==> config.mk <==
export PLATFORM = sky130hd
export DESIGN_NAME = uart_tx_fifo
export DESIGN_NICKNAME = d
export VERILOG_FILES = /design/src/rtl/uart_tx_fifo.sv
export SDC_FILE = /design/constraint.sdc
export NUM_CORES = 1
export LEC_CHECK = 0
export CAP_MARGIN = 30
export CORE_ASPECT_RATIO = 1.5
export CORE_MARGIN = 1
export CORE_UTILIZATION = 64
export CTS_CLUSTER_DIAMETER = 60
export DETAILED_ROUTE_END_ITERATION = 12
export PLACE_DENSITY = 0.89
export REMOVE_ABC_BUFFERS = 1
export SYNTH_ARGS = -nofsm -noshare
export SYNTH_HDL_FRONTEND = slang
export SYNTH_SLANG_ARGS = --single-unit
==> constraint.sdc <==
create_clock -name clk_i -period 5.4 [get_ports clk_i]
set_input_delay 1.35 -clock clk_i [delete_from_list [all_inputs] [get_ports clk_i]]
set_output_delay 1.35 -clock clk_i [all_outputs]
set_load 0.01 [all_outputs]
==> src/rtl/uart_tx_fifo.sv <==
// uart_tx_fifo: transmit byte queue between the bus TX data register and the serial
// transmitter. Bus writes are buffered in a DEPTH-entry FIFO. A two-state launch FSM pops one byte,
// pulses send_o, and then waits for end_char_tx_i before it launches the next byte.
//
// Ports:
//   clk_i          system clock
//   rst_i          asynchronous active-high reset
//   wr_i, wdata_i  enqueue strobe and byte
//   clear_i        synchronous flush of queued bytes, also clears overflow_o
//   end_char_tx_i  stop-bit-complete pulse from the transmitter
//   send_o         one-cycle launch pulse (registered)
//   tx_data_o      byte in flight, held until the next launch (registered)
//   full_o, empty_o, idle_o, level_o  queue status, decoded from registers
//   overflow_o     sticky flag for a write dropped while full
module uart_tx_fifo #(
  parameter int unsigned DEPTH = 16,
  parameter int unsigned AW    = 4
) (
  input  logic          clk_i,
  input  logic          rst_i,
  input  logic          wr_i,
  input  logic [7:0]    wdata_i,
  input  logic          clear_i,
  input  logic          end_char_tx_i,
  output logic          send_o,
  output logic [7:0]    tx_data_o,
  output logic          full_o,
  output logic          empty_o,
  output logic          idle_o,
  output logic [AW:0]   level_o,
  output logic          overflow_o
);

  localparam logic [AW:0] DepthLvl = (AW+1)'(DEPTH);
  localparam logic [AW:0] PtrOne   = (AW+1)'(1);

  typedef enum logic [0:0] {StIdle, StWaitDone} state_e;

  state_e      state_q, state_d;
  logic [7:0]  mem_q [DEPTH];
  logic [AW:0] wr_ptr_q, wr_ptr_d;
  logic [AW:0] rd_ptr_q, rd_ptr_d;
  logic        send_q, send_d;
  logic [7:0]  tx_data_q, tx_data_d;
  logic        overflow_q, overflow_d;
  logic        wr_en;
  logic        pop;

  // Status decode; the pointers carry one extra wrap bit so full and empty differ.
  assign level_o    = wr_ptr_q - rd_ptr_q;
  assign full_o     = (level_o == DepthLvl);
  assign empty_o    = (level_o == '0);
  assign idle_o     = empty_o && (state_q == StIdle);
  assign send_o     = send_q;
  assign tx_data_o  = tx_data_q;
  assign overflow_o = overflow_q;

  // Clear wins over a same-cycle write, and that write does not count as an overflow.
  assign wr_en = wr_i && !full_o && !clear_i;

  always_comb begin
    state_d    = state_q;
    send_d     = 1'b0;
    tx_data_d  = tx_data_q;
    pop        = 1'b0;
    unique case (state_q)
      StIdle: begin
        // A flush in this cycle empties the queue, so nothing may be launched.
        if (!empty_o && !clear_i) begin
          pop       = 1'b1;
          tx_data_d = mem_q[rd_ptr_q[AW-1:0]];
          send_d    = 1'b1;
          state_d   = StWaitDone;
        end
      end
      StWaitDone: begin
        if (end_char_tx_i) begin
          state_d = StIdle;
        end
      end
      default: state_d = StIdle;
    endcase
  end

  always_comb begin
    wr_ptr_d   = wr_en ? wr_ptr_q + PtrOne : wr_ptr_q;
    rd_ptr_d   = rd_ptr_q;
    overflow_d = overflow_q;
    if (clear_i) begin
      rd_ptr_d   = wr_ptr_q;
      overflow_d = 1'b0;
    end else begin
      if (pop) begin
        rd_ptr_d = rd_ptr_q + PtrOne;
      end
      if (wr_i && full_o) begin
        overflow_d = 1'b1;
      end
    end
  end

  always_ff @(posedge clk_i or posedge rst_i) begin
    if (rst_i) begin
      state_q    <= StIdle;
      wr_ptr_q   <= '0;
      rd_ptr_q   <= '0;
      send_q     <= 1'b0;
      tx_data_q  <= 8'h00;
      overflow_q <= 1'b0;
    end else begin
      state_q    <= state_d;
      wr_ptr_q   <= wr_ptr_d;
      rd_ptr_q   <= rd_ptr_d;
      send_q     <= send_d;
      tx_data_q  <= tx_data_d;
      overflow_q <= overflow_d;
    end
  end

  // Storage needs no reset; slots are only read after they have been written.
  always_ff @(posedge clk_i) begin
    if (wr_en) begin
      mem_q[wr_ptr_q[AW-1:0]] <= wdata_i;
    end
  end

endmodule

# --- After elaboration in Yosys (flattened, before gate mapping) ---
# Memory sizes are Yosys's and may differ from the RTL's. A register that Yosys moved wholly into a read port is not among the register bits.
# Index checks and enable logic that the tools add are counted.
# Widths: inputs -> output; s select.
totals:
  wordCells: 33
  ramBits: 128
  inputBits: 13
  regBits: 13
  out_inout_bits: 18
  n_memories: 1
memory_table:
  columns: ["name", "words", "width", "read_ports", "rd_ports_with_merged_regs", "write_ports", "line_no", "rtl"]
  rows:
  - ["mem_q", 16, 8, 1, 1, 1, "40", "logic [7:0] mem_q [DEPTH];"]
op_classes:
  n_mux: 10
  reduce_logical: 12
  eq_ne: 1
  add_sub_neg: 3
  bitwise: 1
ops:
  columns: ["operator", "n"]
  rows:
  - ["$add 5x1->5 const B", 2]
  - ["$mux 5", 2]
  - ["$mux 1", 7]
  - ["$eq 5x5->1 const B", 1]
  - ["$logic_and 1x1->1", 5]
  - ["$logic_not 5->1", 1]
  - ["$sub 5x5->5", 1]
  - ["$reduce_bool 2->1", 2]
  - ["$logic_not 1->1", 3]
  - ["$pmux 1 s2", 1]
  - ["$reduce_and 2->1", 1]
  - ["$not 1->1", 1]

# --- Depth between registers and ports, before layout ---
# Gate-level depths: netlist of run 1.
logic_depth:
  depth_word: 8
  depth_mapped: 10

# --- Least setup slack after synthesis of run 1 ---
# Ideal clock, no wire load.
synth_path:
  kind: "reg2out"
  from: "register rd_ptr_q[1]"
  to: "output idle_o"
  slack_ns: 1.316
  n_path_buf: 3
  path_stages_with_launch: 10
  arrival_time_ns: 2.734
  cell_sequence: "dfrtp_1 clkbuf_1 clkbuf_1 inv_1 fa_1 nand3b_1 a211o_1 a2bb2oi_1 clkbuf_1 and2_1"
synth_via:
  elab_chain_cells: 3
synth_rtl:
  columns: ["item", "line_no", "rtl"]
  rows:
  - ["start, declared", "42", "logic [AW:0] rd_ptr_q, rd_ptr_d;"]
  - ["start signal, assigned", "113", "rd_ptr_q <= rd_ptr_d;"]
  - ["$sub 5x5->5", "50", "assign level_o = wr_ptr_q - rd_ptr_q;"]
  - ["named net level_o[1]", "30", "output logic [AW:0] level_o,"]
  - ["$logic_not 5->1", "52", "assign empty_o = (level_o == '0);"]
  - ["named net empty_o", "28", "output logic empty_o,"]
  - ["$logic_and 1x1->1", "53", "assign idle_o = empty_o && (state_q == StIdle);"]
  - ["end, declared", "29", "output logic idle_o,"]
# The timed path passes the listed nets, and every way through them passes these cells.

# --- Final worst setup path of run 1 ---
layout_path:
  from: "register wr_ptr_q[0]"
  to: "output idle_o"
layout_via:
  elab_chain_cells: 3
layout_rtl:
  columns: ["item", "line_no", "rtl"]
  rows:
  - ["start, declared", "41", "logic [AW:0] wr_ptr_q, wr_ptr_d;"]
  - ["start signal, assigned", "112", "wr_ptr_q <= wr_ptr_d;"]
  - ["$sub 5x5->5", "50", null]
  - ["$logic_not 5->1", "52", null]
  - ["$logic_and 1x1->1", "53", null]
# Every way passes these cells.

==> results of run 1 <==
[flip-flops by register name (all words and copies together) (netlist names)]
register,count
mem_q,128
tx_data_o,8
rd_ptr_q,5
wr_ptr_q,5
overflow_o,1
send_o,1
state_q,1
[Yosys cell counts, drive strengths merged]
master,count,area share [%]
edfxtp,128,63
mux4,32,12
dfrtp,21,8.6
a22oi,16,2.0
and3,13,1.3
inv,12,0.74
nor2,12,0.74
nand2,10,0.62
ha,9,1.8
mux2,9,2.1
buf,6,0.60
clkbuf,6,0.37
xor2,6,0.86
and2,5,0.51
a21oi,4,0.33
a31oi,4,0.41
nand3,4,0.33
o21ai,4,0.33
or3,4,0.49
nand3b,2,0.25
nor2b,2,0.21
nor3b,2,0.33
a211o,1,0.14
a211oi,1,0.21
a2bb2oi,1,0.14
and4bb,1,0.21
fa,1,0.33
nand4,1,0.10
nand4b,1,0.14
nor4b,1,0.14
o211ai,1,0.12
o221ai,1,0.14
o31ai,1,0.12
or4,1,0.12
xnor2,1,0.14
[worst min-delay path, stage by stage, from the launching register on]
cell and delay, ns:
dfrtp_1 0.35, a21oi_1 0.05, nor2_1 0.07
[placed cells by master (no fill, tap or decap), drive strengths merged, types with 6 or more instances in the layout]
cell type and n:
ha 9, and3 13, mux2 9, edfxtp 128
clkbuf 17, dfrtp 21, xor2 6, a22oi 16
clkdlybuf4s50 30, nand2 10, nor2 12, inv 20
mux4 32
[per-layer routing]
metal	vias up	wire, µm	GRT usage (%)
li1	1388	-	-
met1	1648	4531	34.69
met2	189	6600	47.03
met3	46	722	7.293
met4	0	520	15.02
met5	-	0	0
[final timing paths]
check / start / cells past startpoint / to
max in group asynchronous: rst_i / 2 / rd_ptr_q[0]
min: overflow_o / 2 / overflow_o
min in group asynchronous: rst_i / 2 / tx_data_o[5]
max: wr_ptr_q[0] / 10 / idle_o
min reg2reg: overflow_o / 2 / overflow_o
max reg2reg: wr_ptr_q[0] / 9 / mem_q[14][3]
[area by class of cell]
class,count,area (µm²)
Sequential cell,149,4370
Fill cell,474,2160
Multi-Input combinational cell,151,1618
Clock buffer,17,425.4
Timing Repair Buffer,34,330.3
Clock inverter,15,165.2
Tap cell,112,140.1
Inverter,12,45.04
[through the flow]
stage	cells	area, µm²	hold WS, ns	util, %	setup WS, ns
after floorplan	312	6032	0.4815	-	0.4229
after global placement	457	6496	0.4903	70.20	1.420
after detailed placement	458	6504	0.4925	70.28	1.329
after CTS	490	7094	0.5074	76.66	0.8766
after global routing	490	7094	0.5287	76.66	0.6732
final	490	7094	0.5069	76.66	0.8897
[cells by family after synthesis]
| family | synth area share [%] |
|---|---|
| fa+ha+maj | 2.178 |
| flops | 71.73 |
| xor+xnor | 1.007 |
| mux | 13.93 |
| buf+inv | 1.705 |
| compound gates | 3.924 |
| simple gates | 5.526 |
[power breakdown]
part | internal, W | switching (W)
sequential | 0.00138 | 0.0000919
combinational | 0.000672 | 0.000704
clock | 0.000691 | 0.000483
total | 0.00275 | 0.00128
==> flow_summary_export.csv, run 1 <==
group,metric,value,unit
floorplanning,rows,43,
timing,skew,0.009647,ns
worst_setup_path,slowest_stage,"clkdlybuf4s50_1",
worst_setup_path,critPathMostFrequentCell,"inv_1",
drt,ant_nets,0,
placement,dpl.hpwl,7.740,mm
drt,routed_via_density,6.676,
cells_and_area,nNetsFinal,388,
worst_setup_path,arrival,3.16,ns
grt,grt_usage,28.72,%
worst_setup_path,cp.buffers_inverters,4,
grt,grt_max_degree,37,
worst_setup_path,critPathKind,"reg -> out",
cells_and_area,syn2layout_area_growth,16.47,%
worst_setup_path,critPathLaunchType,"register",
clocking,post-cts-setup-buffers,0,
floorplanning,core,0.009254,mm²
clocking,cts-resized-gates,0,
timing,min_period_over_period,83.52,%
timing,drv_slew,0,
drt,drt_iter0_markers,263,
clocking,htreeDepth,4,
logic_synthesis,synth_cell_type_count,39,
timing,timing.fmax,221.7,MHz
clocking,cts-root-buf,"clkbuf_16",
clocking,cts_sinks,149,
logic_synthesis,avgSynthCellArea,18.80,µm²
clocking,clk_pin_slew,0.06,ns
timing,setup_viol_count_final,0,
logic_synthesis,postSynthCellCount,324,
floorplanning,die_area,0.009919,mm²
grt,grt_pass1_wl,19.13,mm
worst_hold_path,min_path_type,"reg -> reg",
worst_setup_path,cp_cell_sequence,"inv_1 > ha_1 > inv_1 > fa_1 > nand3b_1 > a211o_1 > a2bb2oi_1 > buf_4 > and2_1 > clkdlybuf4s50_1",
clocking,cts_buffers,17,
logic_synthesis,synth_area,0.006091,mm²
placement,io_buffers,30,
timing,relSlewSlack,44.38,%
timing,finalCriticalPeriod,4.510,ns
clocking,cts_tree,"yes",
grt,grt_pass1_vias,3385,
timing,worst_slew_pin_slew,0.8307,ns
floorplanning,die_w,81.66,µm
clocking,clock_path_buffers,2,
power_and_ir_drop,power,0.004025,W
grt,overflow,0,
worst_setup_path,crit_required,4.05,ns
worst_setup_path,cp_slowest_stage_delay,0.52,ns
drt,drtPass1Iterations,5,
logic_synthesis,yosysWarnings,0,
worst_setup_path,endpoint_kind,"output pin",
drt,wire_per_inst,25.26,µm
worst_setup_path,rrSetupSlack,1.92,ns
placement,globalplace.congestion,0.8968,
worst_setup_path,crit_family,"buffers and inverters",
clocking,clock_latency,0.42,ns
logic_synthesis,synth.yosys.seq_area_share,71.73,%
cells_and_area,layout-drive-gt1-share,21.43,%
run,drv_cap,0,
timing,tns,0,ns
drt,vias,3271,
floorplanning,start_util,65.82,%
grt,grt_antenna_before_repair,0,
power_and_ir_drop,p_leak,2.514,nW
logic_synthesis,synth-seq-cells,149,
drt,wirelength,12.38,mm
cells_and_area,n_antenna_cell,0,
floorplanning,die_h,121.5,µm
floorplanning,io_pins,31,
drt,drc,0,
run_status,status,"finished clean",
timing,rsz0062_at_grt,"no",
power_and_ir_drop,powerDensity,567.3,mW/mm²
power_and_ir_drop,vdd_drop_max,0.5617,mV
worst_setup_path,crit_fanout,12,
clocking,hold_buffers,0,
timing,finalHoldViolations,0,
No activity file was read; power rests on OpenSTA's default activity.
==> inputs of run 2 (changes only) <==
--- a/config.mk
+++ b/config.mk
@@ -8,10 +8,10 @@
 export CAP_MARGIN = 30
 export CORE_ASPECT_RATIO = 1.5
 export CORE_MARGIN = 1
-export CORE_UTILIZATION = 64
+export CORE_UTILIZATION = 54
 export CTS_CLUSTER_DIAMETER = 60
 export DETAILED_ROUTE_END_ITERATION = 12
-export PLACE_DENSITY = 0.89
+export PLACE_DENSITY = 0.81
 export REMOVE_ABC_BUFFERS = 1
 export SYNTH_ARGS = -nofsm -noshare
 export SYNTH_HDL_FRONTEND = slang
==> constraint.sdc (replaced) <==
create_clock -name clk_i -period 3.7 [get_ports clk_i]
set_input_delay 0.925 -clock clk_i [delete_from_list [all_inputs] [get_ports clk_i]]
set_output_delay 0.925 -clock clk_i [all_outputs]
set_load 0.01 [all_outputs]
==> run 2 against run 1 <==
Net effect: combinational power up 48%; clock-buffer cell count up 6; design area up 1.1%; non-clock buffer count up 3; clock skew down 0.0030 ns; sequential share of layout area down 0.68 points.
==> flow_summary_export.csv, run 2 (synthesis results as in run 1) <==
group,metric,value,unit
cells_and_area,layout-drive-gt1-share,22.57,%
floorplanning,die_h,132.1,µm
timing,timing.fmax,282.2,MHz
timing,min_period_over_period,95.79,%
worst_setup_path,crit_required,2.77,ns
worst_hold_path,hold_start,"overflow_o",
timing,finalCriticalPeriod,3.544,ns
worst_setup_path,critPathLaunchType,"register",
cells_and_area,fin_util,65.23,%
floorplanning,io_pins,31,
timing,setup_slack,0.1558,ns
timing,skew,0.006618,ns
floorplanning,core,0.01100,mm²
floorplanning,start_util,55.39,%
cells_and_area,final_common_cell,"edfxtp_1",
drt,drt_iter0_markers,264,
grt,grt_pass1_wl,19.15,mm
grt,grt_pass1_vias,3486,
timing,setup_viol_count_final,0,
clocking,cts-root-buf,"clkbuf_16",
drt,drc,0,
cells_and_area,final_cell_mix,"edfxtp_1 (128), mux4_2 (32), clkdlybuf4s50_1 (27), clkbuf_16 (21), dfrtp_1 (20)",
grt,grt_max_degree,37,
cells_and_area,largest_register_ffs,128,
cells_and_area,syn2layout_area_growth,17.77,%
timing,drv_slew,0,
drt,drtPass1Iterations,5,
cells_and_area,n_antenna_cell,0,
grt,overflow,0,
worst_setup_path,arrival,2.62,ns
placement,io_buffers,30,
clocking,cts_tree,"yes",
cells_and_area,stdcell_count,528,
placement,dp.cells,496,
floorplanning,die_w,88.72,µm
worst_setup_path,endpoint_kind,"output pin",
worst_setup_path,r2r_end,"mem_q[13][4]",
timing,finalHoldViolations,0,
floorplanning,die_area,0.01172,mm²
drt,ant_nets,0,
worst_hold_path,min_path_type,"reg -> reg",
drt,vias,3219,
worst_hold_path,hold_end,"overflow_o",
grt,grt_usage,23.32,%
power_and_ir_drop,vdd_drop_max,0.4072,mV
clocking,clock_latency,0.42,ns
clocking,hold_buffers,0,
placement,globalplace.congestion,0.8111,
clocking,clock_path_buffers,2,
run,drv_cap,0,
worst_setup_path,crit_fanout,4,
clocking,cts_sinks,149,
timing,relSlewSlack,47.09,%
timing,worst_slew_pin_slew,0.7928,ns
worst_setup_path,critPathKind,"reg -> out",
placement,dpl.hpwl,8.245,mm
power_and_ir_drop,power,0.005874,W
timing,rsz0062_at_grt,"no",
worst_setup_path,rr_startpoint,"wr_ptr_q[0]",
placement,dpl_worst_slack,0.1521,ns
clocking,htreeDepth,4,
clocking,cts_buffers,17,
worst_hold_path,hold_path_depth,2,
drt,routed_via_density,6.097,
run_status,status,"finished clean",
clocking,post-cts-setup-buffers,0,
worst_setup_path,worstRegToRegCells,11,
worst_setup_path,rrSetupSlack,0.63,ns
power_and_ir_drop,p_leak,2.551,nW
grt,grt_antenna_before_repair,0,
floorplanning,rows,47,
cells_and_area,nNetsFinal,391,
power_and_ir_drop,powerDensity,819.0,mW/mm²
clocking,clk_pin_slew,0.06,ns
drt,wire_per_inst,23.62,µm
drt,wirelength,12.47,mm
-- run 2: cell types whose count changed in the layout (fill, tap and decap cells not counted), moves of 2 or more --
cell,previous run,this run
dlygate4sd2_1,0,2
inv_6,7,1
clkinv_4,1,3
buf_4,4,7
clkinv_2,1,3
bufinv_16,2,0
clkbuf_16,17,21
clkdlybuf4s50_1,30,27
-- run 2: what timing repair did --
item | CTS | global route
setup endpoints to repair | 3 | 1
resized for setup | 5 | 2
endpoints found under the hold margin | 0 | 0
-- run 2: critical path: stages (launching register included) --
cell and delay, ns:
dfrtp_1 0.39, inv_2 0.10, ha_1 0.17, inv_1 0.05
fa_1 0.48, nor3b_1 0.20, nand4b_1 0.19, a211oi_2 0.32
dlygate4sd2_1 0.31
-- run 2: per-stage QoR --
| step | hold slack [ns] | TNS [ns] | area, µm² |
|---|---|---|---|
| final | 0.5055 | 0 | 7173 |
| after global routing | 0.5374 | 0 | 7173 |
| after CTS | 0.5143 | 0 | 7177 |
| after detailed placement | 0.4991 | 0 | 6570 |
| after global placement | 0.4787 | 0 | 6570 |
| after floorplan | 0.4815 | -46.00 | 6032 |
-- run 2: worst max path at each step --
stage                startpoint      end  cells after the start  slack [ns]
floorplan           rd_ptr_q[0]   idle_o                      7       -0.85
global placement    wr_ptr_q[0]  empty_o                      9        0.22
detailed placement  wr_ptr_q[0]  empty_o                      9        0.15
CTS                 wr_ptr_q[0]  empty_o                      9        0.08
global route        wr_ptr_q[0]   full_o                      8        0.01
finish              wr_ptr_q[0]   full_o                      8        0.16
-- run 2: per-layer routing --
metal / vias to the layer above / part of all wire [%] / wire (µm) / global-route usage [%]
met4: 0 / 3.1 / 384 / 10.84
met1: 1680 / 38 / 4682 / 27.29
li1: 1390 / - / - / -
met3: 33 / 4.1 / 508 / 5.197
met5: - / 0 / 0 / 0
met2: 116 / 55 / 6894 / 40.09
-- run 2: where the power goes --
part | leakage [nW] | switching, W | internal [W]
clock network | 0.297 | 0.000656 | 0.00104
registers | 1.41 | 0.000129 | 0.00202
logic | 0.847 | 0.00104 | 0.000994
-- run 2: final cells by class --
class                      count  area (µm²)
clock buffer                  23       543.0
clock inverter                 9       61.31
fill                         738        3824
inverter                      12       45.04
multi-input combinational    151        1624
sequential                   149        4370
tap                          147       183.9
timing repair buffer          37       345.3
==> inputs of run 3 (changes only) <==
--- a/config.mk
+++ b/config.mk
@@ -6,7 +6,7 @@
 export NUM_CORES = 1
 export LEC_CHECK = 0
 export CAP_MARGIN = 30
-export CORE_ASPECT_RATIO = 1.5
+export CORE_ASPECT_RATIO = 1.75
 export CORE_MARGIN = 1
 export CORE_UTILIZATION = 54
 export CTS_CLUSTER_DIAMETER = 60
@@ -16,3 +16,4 @@
 export SYNTH_ARGS = -nofsm -noshare
 export SYNTH_HDL_FRONTEND = slang
 export SYNTH_SLANG_ARGS = --single-unit
+export TNS_END_PERCENT = 10
==> run 3 against run 2 <==
Net effect: global-route usage fell by 0.20 points; critical path type unchanged; utilization is 0.39 points lower; sequential power is essentially flat; first-iteration DRC count decreased by 7.6%; worst setup slack improved by 0.048 ns; cell count fell by 2.8%; wire length down 2.9%; hold slack got worse by 0.011 ns; largest power group unchanged; fmax up 1.4%; via count fell by 2.1%.
==> flow_summary_export.csv, run 3 (synthesis results as in run 1) <==
group,metric,value,unit
run_status,status,"finished clean",
worst_setup_path,endpoint_kind,"output pin",
cells_and_area,finalInstanceArea,0.007158,mm²
cells_and_area,final_cell_mix,"edfxtp_1 (128), mux4_2 (32), clkdlybuf4s50_1 (27), dfrtp_1 (20), clkbuf_16 (19)",
placement,dp.cells,481,
power_and_ir_drop,p_seq_share,36.6,%
clocking,cts-root-buf,"clkbuf_16",
worst_setup_path,critPathKind,"reg -> out",
floorplanning,io_pins,31,
worst_setup_path,cp_slowest_stage_delay,0.46,ns
run,drv_cap,0,
drt,routed_via_density,6.142,
clocking,htreeDepth,4,
cells_and_area,stdcell_count,513,
worst_setup_path,critPathLaunchType,"register",
power_and_ir_drop,p_int,0.004068,W
clocking,cts_buffers,17,
drt,ant_nets,0,
cells_and_area,syn2layout_area_growth,17.52,%
clocking,cts_sinks,149,
worst_setup_path,arrival,2.57,ns
grt,grt_usage,23.12,%
power_and_ir_drop,powerDensity,818.0,mW/mm²
floorplanning,core,0.01104,mm²
drt,drt_iter0_markers,244,
power_and_ir_drop,p_leak,2.550,nW
timing,finalHoldViolations,0,
grt,grt_max_degree,37,
power_and_ir_drop,netSwitchingPower,0.001787,W
power_and_ir_drop,vdd_drop_max,0.9080,mV
timing,relSlewSlack,44.35,%
timing,rsz0062_at_grt,"no",
clocking,post-cts-setup-buffers,0,
worst_setup_path,cp_cell_sequence,"inv_2 > ha_1 > inv_1 > fa_1 > nor3b_1 > nand4b_1 > a211oi_2 > dlygate4sd2_1",
worst_setup_path,crit_required,2.77,ns
placement,placed_cell_area,0.006551,mm²
worst_hold_path,min_path_type,"reg -> reg",
drt,drtPass1Iterations,4,
cells_and_area,final_common_cell,"edfxtp_1",
worst_setup_path,rr_startpoint,"wr_ptr_q[0]",
floorplanning,die_area,0.01172,mm²
timing,setup_viol_count_final,0,
clocking,clk_pin_slew,0.06,ns
drt,wire_per_inst,23.61,µm
floorplanning,die_w,82.28,µm
clocking,clock_latency,0.41,ns
worst_setup_path,crit_fanout,4,
clocking,cts_tree,"yes",
cells_and_area,layout-drive-gt1-share,23.36,%
cells_and_area,largest_register_ffs,128,
clocking,clock_path_buffers,2,
power_and_ir_drop,pwr-share-comb,34.4,%
cells_and_area,nNetsFinal,391,
worst_hold_path,hold_start,"overflow_o",
timing,min_period_over_period,94.49,%
worst_setup_path,r2r_end,"mem_q[14][7]",
worst_hold_path,hold_end,"overflow_o",
worst_setup_path,slowest_stage,"fa_1",
worst_setup_path,rrSetupSlack,0.62,ns
placement,dpl.hpwl,7.950,mm
placement,io_buffers,30,
placement,globalplace.congestion,0.8513,
timing,tns,0,ns
cells_and_area,fill_cells,728,
grt,grt_pass1_vias,3375,
grt,grt_antenna_before_repair,0,
timing,finalCriticalPeriod,3.496,ns
floorplanning,start_util,55.17,%
drt,wirelength,12.11,mm
floorplanning,rows,51,
floorplanning,die_h,142.5,µm
grt,grt_pass1_wl,18.44,mm
drt,vias,3151,
grt,overflow,0,
timing,drv_slew,0,
power_and_ir_drop,swShare,30.52,%
worst_hold_path,hold_path_depth,2,
cells_and_area,n_antenna_cell,0,
drt,drc,0,
timing,worst_slew_pin_slew,0.8338,ns
timing,skew,0.007378,ns
power_and_ir_drop,p_clk_share,29.0,%
worst_setup_path,worstRegToRegCells,11,
timing,timing.fmax,286.0,MHz
==> run 3: metal layers <==
metal	up-vias	global-route usage (%)	wire [µm]
met3	14	5.897	603
li1	1388	-	-
met5	-	0	0
met4	0	11.73	196
met2	119	40.02	7000
met1	1630	25.50	4311
==> run 3: worst max path at each step <==
| stage | start | to | slack, ns |
|---|---|---|---|
| 2_1_floorplan | rd_ptr_q[0] | idle_o | -0.85 |
| 3_3_place_gp | wr_ptr_q[0] | empty_o | 0.17 |
| 3_5_place_dp | wr_ptr_q[0] | empty_o | 0.13 |
| 4_1_cts | wr_ptr_q[0] | empty_o | 0.11 |
| 5_1_grt | wr_ptr_q[0] | full_o | 0.02 |
| 6_report | wr_ptr_q[0] | full_o | 0.20 |
==> run 3: metrics by stage <==
| step | utilization [%] | hold slack (ns) | worst slack (ns) | total power, W |
|---|---|---|---|---|
| floorplan | - | 0.4815 | -0.8521 | 0.003436 |
| global placement | 59.34 | 0.4831 | 0.1747 | 0.004116 |
| detailed placement | 59.34 | 0.4876 | 0.1309 | 0.004171 |
| CTS | 64.91 | 0.5014 | 0.1070 | 0.005897 |
| global route | 64.84 | 0.5333 | 0.02191 | 0.006162 |
| finish | 64.84 | 0.4944 | 0.2039 | 0.005855 |
==> run 3: timing repair <==
item                                    in CTS  in global routing
endpoints found under the setup margin       3                  2
gates resized for setup                      6                  4
pin swaps                                    1                  1
hold buffers                                 0                  0
==> run 3: layout make-up <==
type | instances | area, µm² | area share [%]
multi-input cells | 151 | 1624 | 22.69
clock inverters | 10 | 91.34 | 1.276
well taps | 132 | 165.2 | 2.307
clock buffers | 22 | 516.7 | 7.219
inverters | 12 | 45.04 | 0.6293
repair buffers | 37 | 345.3 | 4.824
flip-flops and latches | 149 | 4370 | 61.06
==> run 3: power by group through the flow <==
stage | registers, W | clock network (W) | logic [W]
finish | 0.00214 | 0.00170 | 0.00201
detailed placement | 0.00217 | 0 | 0.00200
floorplan | 0.00229 | 0 | 0.00114
global placement | 0.00216 | 0 | 0.00196
CTS | 0.00214 | 0.00172 | 0.00203
global route | 0.00216 | 0.00180 | 0.00220
==> run 3: worst max-delay path: cells and delay by family (launching register included) <==
kind | cells | cell delay (ns)
flip-flops | 1 | 0.39
AND/OR/NAND/NOR | 2 | 0.41
buffers and inverters | 3 | 0.45
AO/OA/AOI/OAI | 1 | 0.29
adder cells (fa/ha/maj) | 2 | 0.63
